File: src/rtl/fifo_uart_tx_pkg.sv
// Shared UART definitions: FSM state encoding, oversampling ratio and
// stop-bit tick counts for the 16x baud tick generator.
package fifo_uart_tx_pkg;

  typedef enum logic [1:0] {
    IDLE  = 2'd0,
    START = 2'd1,
    DATA  = 2'd2,
    STOP  = 2'd3
  } uart_state_t;

  // s_tick pulses per bit period
  localparam int OVERSAMPLE = 16;

  // s_tick counts for 1, 1.5 and 2 stop bits
  localparam int SB_TICK_1   = 16;
  localparam int SB_TICK_1P5 = 24;
  localparam int SB_TICK_2   = 32;

  function automatic int max_int(input int a, input int b);
    return (a > b) ? a : b;
  endfunction

endpackage

File: src/rtl/fifo_uart_tx_if.sv
// FIFO read port plus serial line and status, bundled between the
// FIFO/pad side (master) and the transmitter (slave).
interface fifo_uart_tx_if
  import fifo_uart_tx_pkg::*;
#(
  parameter int DBIT = 8
);
  logic            fifo_empty;
  logic [DBIT-1:0] fifo_r_data;
  logic            fifo_rd;
  logic            tx;
  logic            tx_busy;
  logic            tx_done_tick;

  modport master (
    output fifo_empty, fifo_r_data,
    input  fifo_rd, tx, tx_busy, tx_done_tick
  );

  modport slave (
    input  fifo_empty, fifo_r_data,
    output fifo_rd, tx, tx_busy, tx_done_tick
  );
endinterface

File: src/rtl/fifo_uart_tx.sv
// UART transmitter that drains a first-word-fall-through FIFO and sends
// each word as start / DBIT data (LSB first) / stop, paced by a 16x tick.
module fifo_uart_tx
  import fifo_uart_tx_pkg::*;
#(
  parameter int DBIT    = 8,
  parameter int SB_TICK = SB_TICK_1
) (
  input  logic          clk,
  input  logic          reset,
  input  logic          s_tick,
  fifo_uart_tx_if.slave bus
);

  localparam int SW = $clog2(max_int(OVERSAMPLE, SB_TICK));
  localparam int NW = (DBIT > 1) ? $clog2(DBIT) : 1;

  localparam logic [SW-1:0] S_BIT_LAST  = SW'(OVERSAMPLE - 1);
  localparam logic [SW-1:0] S_STOP_LAST = SW'(SB_TICK - 1);
  localparam logic [NW-1:0] N_LAST      = NW'(DBIT - 1);

  uart_state_t     state;
  logic [SW-1:0]   s;
  logic [NW-1:0]   n;
  logic [DBIT-1:0] b;
  logic            tx_r;

  // Frame sequencer; tx is registered and loaded with the level of the
  // state being entered so the line never glitches.
  always_ff @(posedge clk or posedge reset) begin
    if (reset) begin
      state <= IDLE;
      s     <= '0;
      n     <= '0;
      b     <= '0;
      tx_r  <= 1'b1;
    end else begin
      case (state)
        IDLE: begin
          tx_r <= 1'b1;
          if (!bus.fifo_empty) begin
            b     <= bus.fifo_r_data;
            s     <= '0;
            tx_r  <= 1'b0;
            state <= START;
          end
        end
        START: begin
          if (s_tick) begin
            if (s == S_BIT_LAST) begin
              s     <= '0;
              n     <= '0;
              tx_r  <= b[0];
              state <= DATA;
            end else begin
              s <= s + 1'b1;
            end
          end
        end
        DATA: begin
          if (s_tick) begin
            if (s == S_BIT_LAST) begin
              s <= '0;
              b <= b >> 1;
              if (n == N_LAST) begin
                tx_r  <= 1'b1;
                state <= STOP;
              end else begin
                n    <= n + 1'b1;
                tx_r <= b[1];
              end
            end else begin
              s <= s + 1'b1;
            end
          end
        end
        STOP: begin
          if (s_tick) begin
            if (s == S_STOP_LAST) begin
              s     <= '0;
              state <= IDLE;
            end else begin
              s <= s + 1'b1;
            end
          end
        end
        default: begin
          tx_r  <= 1'b1;
          state <= IDLE;
        end
      endcase
    end
  end

  // Pop is gated by reset so nothing is consumed while the block is held.
  assign bus.fifo_rd      = (state == IDLE) && !bus.fifo_empty && !reset;
  assign bus.tx           = tx_r;
  assign bus.tx_busy      = (state != IDLE);
  assign bus.tx_done_tick = (state == STOP) && s_tick && (s == S_STOP_LAST);

endmodule
File: src/flat_wrapper.sv
// flat-port wrapper written by rule: the top's interface ports become plain ports
module fifo_uart_tx_flat import fifo_uart_tx_pkg::*;
#(
  parameter int DBIT    = 8,
  parameter int SB_TICK = SB_TICK_1
)
  (clk, reset, s_tick, bus_fifo_empty, bus_fifo_r_data, bus_fifo_rd, bus_tx, bus_tx_busy, bus_tx_done_tick);
  fifo_uart_tx_if #(.DBIT(DBIT)) bus_i ();
  input  logic clk;
  input  logic reset;
  input  logic s_tick;
  input wire logic [$bits(bus_i.fifo_empty)-1:0] bus_fifo_empty;
  input wire logic [$bits(bus_i.fifo_r_data)-1:0] bus_fifo_r_data;
  output wire logic [$bits(bus_i.fifo_rd)-1:0] bus_fifo_rd;
  output wire logic [$bits(bus_i.tx)-1:0] bus_tx;
  output wire logic [$bits(bus_i.tx_busy)-1:0] bus_tx_busy;
  output wire logic [$bits(bus_i.tx_done_tick)-1:0] bus_tx_done_tick;
  assign bus_i.fifo_empty = bus_fifo_empty;
  assign bus_i.fifo_r_data = bus_fifo_r_data;
  assign bus_fifo_rd = bus_i.fifo_rd;
  assign bus_tx = bus_i.tx;
  assign bus_tx_busy = bus_i.tx_busy;
  assign bus_tx_done_tick = bus_i.tx_done_tick;
  fifo_uart_tx #(.DBIT(DBIT), .SB_TICK(SB_TICK)) u_core (.clk(clk), .reset(reset), .s_tick(s_tick), .bus(bus_i));
endmodule
File: config.mk
export PLATFORM = sky130hd
export DESIGN_NAME = fifo_uart_tx_flat
export DESIGN_NICKNAME = d
export VERILOG_FILES = /design/src/rtl/fifo_uart_tx_pkg.sv /design/src/rtl/fifo_uart_tx_if.sv /design/src/rtl/fifo_uart_tx.sv /design/src/flat_wrapper.sv
export SDC_FILE = /design/constraint.sdc
export NUM_CORES = 1
export LEC_CHECK = 0
export CAP_MARGIN = 20
export CORE_MARGIN = 2
export CORE_UTILIZATION = 35
export CTS_CLUSTER_DIAMETER = 150
export CTS_CLUSTER_SIZE = 24
export DETAILED_ROUTE_END_ITERATION = 12
export PLACE_DENSITY = 0.58
export SLEW_MARGIN = 30
export SYNTH_ARGS = -nofsm -noshare
export SYNTH_HDL_FRONTEND = slang
export SYNTH_SLANG_ARGS = --single-unit
File: constraint.sdc
create_clock -name clk -period 2.64 [get_ports clk]
set_clock_uncertainty 0.2 [all_clocks]
set_input_delay 0.792 -clock clk [delete_from_list [all_inputs] [get_ports clk]]
set_output_delay 0.792 -clock clk [all_outputs]
set_load 0.01 [all_outputs]
# Word-level counts from Yosys, hierarchy flattened
# Cells that the tools add are included.
dict set report totals {
  in_bits 12
  regBits 18
  out_inout_bits 4
}
dict set report classes {
  n_addsub 2
  muxes 30
  reduce_logical 17
  n_eq_ne 15
}
# cell count
set op_table {}
lappend op_table {{$mux W8} 3}
lappend op_table {{$mux W2} 8}
lappend op_table {{$pmux W8 S2} 1}
lappend op_table {{$mux W3} 5}
lappend op_table {{$mux W4} 3}
lappend op_table {{$ne A2 B1 Y1 const B} 5}
lappend op_table {{$ne A2 B2 Y1 const B} 5}
lappend op_table {{$pmux W2 S4} 1}
lappend op_table {{$pmux W4 S2} 1}
lappend op_table {{$reduce_and A8 Y1} 1}
lappend op_table {{$mux W1} 6}
lappend op_table {{$pmux W3 S2} 1}
lappend op_table {{$reduce_and A6 Y1} 1}
lappend op_table {{$reduce_bool A2 Y1} 3}
lappend op_table {{$reduce_and A5 Y1} 1}
lappend op_table {{$add A4 B1 Y4 const B} 1}
lappend op_table {{$eq A2 B2 Y1 const B} 2}
lappend op_table {{$eq A4 B4 Y1 const B} 1}
lappend op_table {{$logic_and A1 B1 Y1} 4}
lappend op_table {{$reduce_and A4 Y1} 1}
lappend op_table {{$add A3 B1 Y3 const B} 1}
lappend op_table {{$eq A3 B3 Y1 const B} 1}
lappend op_table {{$pmux W1 S3} 1}
lappend op_table {{$reduce_bool A3 Y1} 1}
lappend op_table {{other kinds (5)} 6}

# Logic depth before layout (Yosys ltp)
# Gate-level depths: netlist (run 1).
dict set report depth {
  ltp_word 5
  mapped_depth 7
  depth_no_buf 6
}

# Worst setup path before layout (run 1)
# Ideal clock, no wire load.
dict set report synth_path {
  kind {register to output}
  startpoint {register u_core.state[0]}
  endpoint {output port bus_fifo_rd}
  stages_incl_launch_ff 5
  path_buffers 0
  t_arrival_ns 1.119
  required_ns 1.648
  path_slack_ns 0.529
  cell_sequence {dfrtp_1 inv_1 ha_1 inv_1 nor3_1}
}
dict set report synth_via {
  elab_chain_len 3
}
# element line_no
set synth_lines {}
lappend synth_lines {{from (decl)} fifo_uart_tx.sv:22} ;# uart_state_t state;
lappend synth_lines {{from (signal assigned)} fifo_uart_tx.sv:32} ;# state <= IDLE;
lappend synth_lines {{from (signal assigned)} fifo_uart_tx.sv:45} ;# state <= START;
lappend synth_lines {{from (signal assigned)} fifo_uart_tx.sv:54} ;# state <= DATA;
lappend synth_lines {{$logic_not A2 Y1} fifo_uart_tx.sv:96} ;# assign bus.fifo_rd = (state == IDLE) && !bus.fifo_empty && !reset;
lappend synth_lines {{$logic_and A1 B1 Y1 (2 in series)} fifo_uart_tx.sv:96}
lappend synth_lines {{to (decl)} flat_wrapper.sv:14} ;# output wire logic [$bits(bus_i.fifo_rd)-1:0] bus_fifo_rd;
# Every way passes these cells.

# Worst setup path after layout (run 1)
dict set report layout_path {
  startpoint {input port s_tick}
  endpoint {output port bus_tx_done_tick}
}
dict set report layout_via {
  elab_chain_len 2
}
# element line_no
set layout_lines {}
lappend layout_lines {{from (decl)} flat_wrapper.sv:11} ;# input logic s_tick;
lappend layout_lines {{$logic_and A1 B1 Y1 (2 in series)} fifo_uart_tx.sv:99} ;# assign bus.tx_done_tick = (state == STOP) && s_tick && (s == S_STOP_LAST);
lappend layout_lines {{to (decl)} flat_wrapper.sv:17} ;# output wire logic [$bits(bus_i.tx_done_tick)-1:0] bus_tx_done_tick;
# Every way passes these cells.

==> flow_summary_export.csv, run 1 <==
group,metric,value,unit
outcome,status,"finished clean",
job,maxCapViolCount,0,
setup_path,max_stage_delay,0.48,ns
setup_path,worst_setup_path_end_kind,"output port",
sta,setup_tns,0,ns
die,core_area,0.00303,mm^2
drt,detail-route-antenna-nets,0,
global_route,grt-ovfl-total,0,
clock_tree,clk_path_buf_depth,2,
die,die_area,0.00362,mm^2
drt,wl_per_cell,11.5,um
clock_tree,htree_levels,1,
cells_and_area,drive_above_1_share,0.216,
place,place.gp.congestion,0.758,
cells_and_area,syn_to_final_growth,28.2,%
worst_hold_path,hp-class,"register to register",
sta,rsz0062_at_grt,"no",
cells_and_area,nNetsFinal,157,
setup_path,cp.arrival,1.56,ns
sta,holdWs,0.299,ns
sta,slew_headroom,0.751,
cells_and_area,diodes,0,
synthesis,synthesis.nets,129,
sta,fmax,392,MHz
drt,dr.pass1.iters,4,
clock_tree,clockRootBuffer,"clkbuf_4",
clock_tree,cts_sinks,18,
die,rows,20,
global_route,first_global_vias,847,
synthesis,ys_seq_elements,18,
synthesis,syn_avg_cell_area,10.3,um^2
setup_path,cp_slowest_cell,"clkdlybuf4s50_1",
global_route,antenna_found_initial,0,
setup_path,worstPathMaxFanout,2,
global_route,grt_first_pass_wirelength,3570,um
sta,period_needed,2.55,ns
die,fp.dieW,60.2,um
power,powerDensity,1170,mW/mm^2
sta,fin_crit_sh,0.967,
setup_path,crit_required,1.65,ns
synthesis,syn_inst,107,
drt,drtIter0Drc,46,
place,dp_hpwl,1600,um
synthesis,synthDistinctLibCells,30,
drt,viasPerCell,4.63,
drt,totalWireLength,2050,um
cells_and_area,fin_area,0.00142,mm^2
clock_tree,cts_tree,"yes",
drt,route.detailed.drc,0,
synthesis,synth_area,0.00110,mm^2
synthesis,yosysWarnings,0,
setup_path,criticalPathCategory,"input port to output port",
die,initial_core_util,0.364,
setup_path,path_cells,"clkdlybuf4s50_1 -> and3_2 -> buf_2",
setup_path,startpoint_type,"input port",
power,irDropWorstVdd,0.418,mV
synthesis,seq_area_frac_synth,0.409,
place,placed_area,0.00137,mm^2
clock_tree,worst_skew_pair.late_latency,0.30,ns
clock_tree,clk_pin_slew_worst_paths,0.12,ns
global_route,grt_max_degree,17,
drt,vias,825,
sta,worst_slew_pin_slew,0.373,ns
place,io_buffers,15,
power,power.leakage,0.646,nW
global_route,grt.total_usage,0.135,
die,die_height,60.2,um
clock_tree,cts_made_buffers,3,
sta,slew_viol_final,0,
cells_and_area,final_util,0.467,
sta,hold_viol_final,0,
clock_tree,cts_hold_buf,0,
sta,setup_viol,0,
die,io_pins,16,
layout by cell type (no fill, tap or decap), types with 2 or more instances in the layout:
cell,Yosys,final
dfrtp_1,17,17
clkbuf_4,0,3
inv_1,7,7
o21ai_0,8,8
buf_2,0,2
nor2_1,14,14
nand2b_1,3,3
a21oi_2,2,2
nand2_1,8,8
mux2i_1,10,10
mux2_4,2,2
a21oi_1,5,5
ha_1,10,10
nand3_1,2,2
buf_4,0,9
clkdlybuf4s50_1,0,12
per-layer routing:
layer,share of wire,global-route usage
met3,0.054,0.0498
met1,0.46,0.153
met2,0.48,0.239
met5,0,0
met4,0.0059,0.0286
metrics by stage:
step           cells  total power, mW  worst slack, ns
2_1_floorplan    107             1.20            0.529
6_report         178             1.65           0.0866
4_1_cts          178             1.67           0.0277
3_3_place_gp     173             1.46           -0.298
5_1_grt          178             1.80           0.0240
3_5_place_dp     173             1.48           -0.322
synthesized netlist by cell type:
master	n	share of area
a211oi_4	1	0.018
a21o_2	1	0.0079
a21oi_1	5	0.023
a21oi_2	2	0.016
a22o_1	1	0.0079
a31oi_1	1	0.0057
and2_1	1	0.0057
and3_2	1	0.0068
and3_4	1	0.010
buf_1	1	0.0034
buf_6	1	0.010
dfrtp_1	17	0.39
dfstp_2	1	0.024
ha_1	10	0.11
inv_1	7	0.024
mux2_4	2	0.027
mux2i_1	10	0.091
nand2_1	8	0.027
nand2b_1	3	0.017
nand3_1	2	0.0091
nand3b_1	1	0.0068
nand4_2	1	0.011
nand4bb_4	1	0.025
nor2_1	14	0.048
nor2b_1	1	0.0057
nor3_1	2	0.0091
o21ai_0	8	0.036
o22ai_2	1	0.011
o2bb2ai_1	1	0.0079
o31ai_1	1	0.0068
timing repair:
item	CTS	global route
buffers inserted	1	0
hold endpoints to repair	0	0
endpoints found under the setup margin	3	1
gates resized for setup	9	1
cell type report:
type                       instances  area [um^2]
clock buffer                       4         36.3
timing repair buffer              25          230
multi-input combinational         80          616
inverter                           7         26.3
tap                               44         55.1
fill                             288         1610
sequential                        18          452
final timing paths:
check	start	to	slack [ns]	depth (start not counted)
max	s_tick	bus_tx_done_tick	0.09	3
min	u_core.bus.tx	u_core.bus.tx	0.30	2
max reg2reg	u_core.state[0]	u_core.state[1]	0.62	7
min reg2reg	u_core.bus.tx	u_core.bus.tx	0.30	2
max in group asynchronous	reset	u_core.b[3]	1.14	3
min in group asynchronous	reset	u_core.s[3]	0.63	2
cell families after synthesis:
family                     share of synthesized area
AOI/OAI and AO/OA                              0.141
adders and majority gates                      0.113
muxes                                          0.118
DFF                                            0.409
and+or+nand+nor                                0.181
buffers and inverters                         0.0374
flip-flops by register name, indices dropped and copies added (netlist names):
register / cells
u_core.b: 8
u_core.bus.tx: 1
u_core.n: 3
u_core.s: 4
u_core.state: 2
critical path, delay by kind of cell:
| kind | cells | cell delay (ns) |
|---|---|---|
| and+or+nand+nor | 1 | 0.17 |
| buffers and inverters | 2 | 0.60 |
power breakdown:
part | switching (mW) | internal (mW)
logic | 0.482 | 0.498
clock network | 0.0940 | 0.0841
registers | 0.0815 | 0.411
total | 0.657 | 0.993
No activity file was read; power rests on OpenSTA's default activity.
==> run 2: changes to the inputs <==
- HOLD_SLACK_MARGIN: unset -> 0.08
==> results of run 2 <==
The final DEF is identical to that of run 1; final timing and power are the same.
==> run 3: changes to the inputs <==
- CTS_CLUSTER_DIAMETER: 150 -> 100
- PLACE_DENSITY: 0.58 -> 0.52
- REMOVE_ABC_BUFFERS: unset -> 1
==> run 3 against run 2 <==
  * Clock power fell by 3%
  * Register-to-register slack got worse by 0.03 ns
  * Setup slack got worse by 0.031 ns
  * First-iteration DRC count fell by 35%
  * Worst hold slack got worse by 0.0028 ns
  * Maximum frequency fell by 1.2%
  * Sequential share of layout area rose by 0.14 points
  * Critical path type unchanged
  * Highest routed layer unchanged
  * Final cell count fell by 0.56%
  * Sequential power rose by 2%
==> flow_summary_export.csv, run 3 (same netlist as run 1, synthesis figures left out) <==
group,metric,value,unit
outcome,status,"finished clean",
cells_and_area,layout_common_cells,"dfrtp_1 (17), nor2_1 (14), clkdlybuf4s50_1 (11)",
sta,rsz0062_at_grt,"no",
setup_path,cp_slowest_cell,"clkdlybuf4s50_1",
power,power,1.63,mW
place,place.gp.congestion,0.743,
setup_path,path_cells,"clkdlybuf4s50_1 -> nor3_2 -> clkdlybuf4s15_2",
cells_and_area,drive_above_1_share,0.211,
setup_path,cp.arrival,1.59,ns
die,die_height,60.2,um
die,initial_core_util,0.364,
drt,viasPerCell,4.68,
setup_path,critPathBufInv,2,
setup_path,max_stage_delay,0.44,ns
drt,dr.pass1.iters,3,
drt,vias,828,
power,power.leakage,0.637,nW
sta,fmax,387,MHz
cells_and_area,reg_top3,"u_core.b (8), u_core.s (4), u_core.n (3)",
power,irDropWorstVdd,0.503,mV
clock_tree,cts_hold_buf,0,
place,io_buffers,15,
global_route,antenna_found_initial,0,
clock_tree,htree_levels,1,
clock_tree,clockRootBuffer,"clkbuf_4",
cells_and_area,largest_register,"u_core.b",
cells_and_area,final_util,0.465,
clock_tree,post_cts_resized,9,
clock_tree,worst_skew_pair.late_latency,0.29,ns
global_route,grt-ovfl-total,0,
setup_path,worst_setup_path_end_kind,"output port",
sta,hold_viol_final,0,
place,dp_hpwl,1580,um
die,rows,20,
clock_tree,postCtsSetupBuffers,0,
cells_and_area,layout_commonest_cell,"dfrtp_1",
cells_and_area,fin_area,0.00141,mm^2
global_route,grt.total_usage,0.138,
die,die_area,0.00362,mm^2
cells_and_area,n_fill_cell,302,
job,maxCapViolCount,0,
sta,fin_crit_sh,0.979,
sta,slew_viol_final,0,
sta,slew_headroom,0.844,
drt,wl_per_cell,11.6,um
global_route,first_global_vias,837,
cells_and_area,multi_input_area,616,um^2
clock_tree,clk_path_buf_depth,2,
drt,drtIter0Drc,30,
setup_path,crit_required,1.65,ns
clock_tree,clk_pin_slew_worst_paths,0.11,ns
cells_and_area,diodes,0,
clock_tree,cts_made_buffers,3,
cells_and_area,syn_to_final_growth,27.7,%
setup_path,critPathTopFamily,"buffers and inverters",
drt,detail-route-antenna-nets,0,
drt,totalWireLength,2060,um
cells_and_area,nNetsFinal,156,
global_route,grt_max_degree,19,
drt,route.detailed.drc,0,
sta,holdWs,0.296,ns
place,placed_area,0.00137,mm^2
cells_and_area,seqCellArea,452,um^2
die,core_area,0.00303,mm^2
sta,period_needed,2.58,ns
die,fp.dieW,60.2,um
sta,setup_viol,0,
setup_path,worstPathMaxFanout,2,
clock_tree,cts_sinks,18,
sta,worst_slew_pin_slew,0.234,ns
die,io_pins,16,
cells_and_area,largest_reg_flops,8,
setup_path,startpoint_type,"input port",
global_route,grt_first_pass_wirelength,3660,um
worst_hold_path,hp-class,"register to register",
clock_tree,cts_tree,"yes",
setup_path,criticalPathCategory,"input port to output port",
power,powerDensity,1160,mW/mm^2
==> run 3: cell types whose count changed in the layout (fill, tap and decap cells not counted) <==
cell             delta
buf_4               -1
clkdlybuf4s50_1     -1
buf_2               -1
dlymetal6s2s_1      -1
clkdlybuf4s15_2     +1
dlygate4sd2_1       +2
==> run 3: area by class of cell <==
| class | instances | area share |
|---|---|---|
| Timing Repair Buffer | 24 | 0.159 |
| Tap cell | 44 | 0.0391 |
| Clock buffer | 4 | 0.0258 |
| Multi-Input combinational cell | 80 | 0.437 |
| Inverter | 7 | 0.0187 |
| Sequential cell | 18 | 0.321 |
==> run 3: path summary, 6_finish.rpt <==
| check | startpoint | to | slack, ns | cells after the start |
|---|---|---|---|---|
| hold reg to reg | u_core.bus.tx | u_core.bus.tx | 0.30 | 2 |
| hold / removal | u_core.bus.tx | u_core.bus.tx | 0.30 | 2 |
| min in group asynchronous | reset | u_core.s[3] | 0.67 | 3 |
| setup reg to reg | u_core.state[0] | u_core.state[1] | 0.59 | 7 |
| max in group asynchronous | reset | u_core.bus.tx | 1.31 | 3 |
| setup / recovery | reset | bus_fifo_rd | 0.06 | 3 |
==> run 3: worst reg2reg max path, stage by stage (launching register included) <==
cell,delay (ns)
dfrtp_1,0.42
inv_1,0.08
buf_4,0.15
ha_1,0.26
nor2_1,0.15
o22ai_2,0.11
nand4bb_4,0.26
mux2_4,0.31
==> run 3: per-layer routing <==
layer  vias to the layer above  GRT usage  part of all wire
li1                        422          -                 -
met4                         0     0.0571             0.016
met3                         4     0.0325             0.043
met1                       389      0.158              0.45
met2                        13      0.242              0.49
met5                         -          0                 0
==> run 3: power by group <==
part           switching [mW]  internal [mW]  total, mW  leakage [nW]
Combinational           0.468          0.490      0.959         0.402
Sequential             0.0885          0.411      0.500         0.214
Clock                  0.0880         0.0840      0.172        0.0210
==> run 3: metrics by stage <==
step	std cells	worst slack [ns]	setup TNS (ns)
2_1_floorplan	105	0.529	0
3_3_place_gp	173	-0.379	-0.684
3_5_place_dp	173	-0.381	-0.686
6_report	177	0.0554	0
5_1_grt	177	0.0262	0
4_1_cts	177	0.00100	0
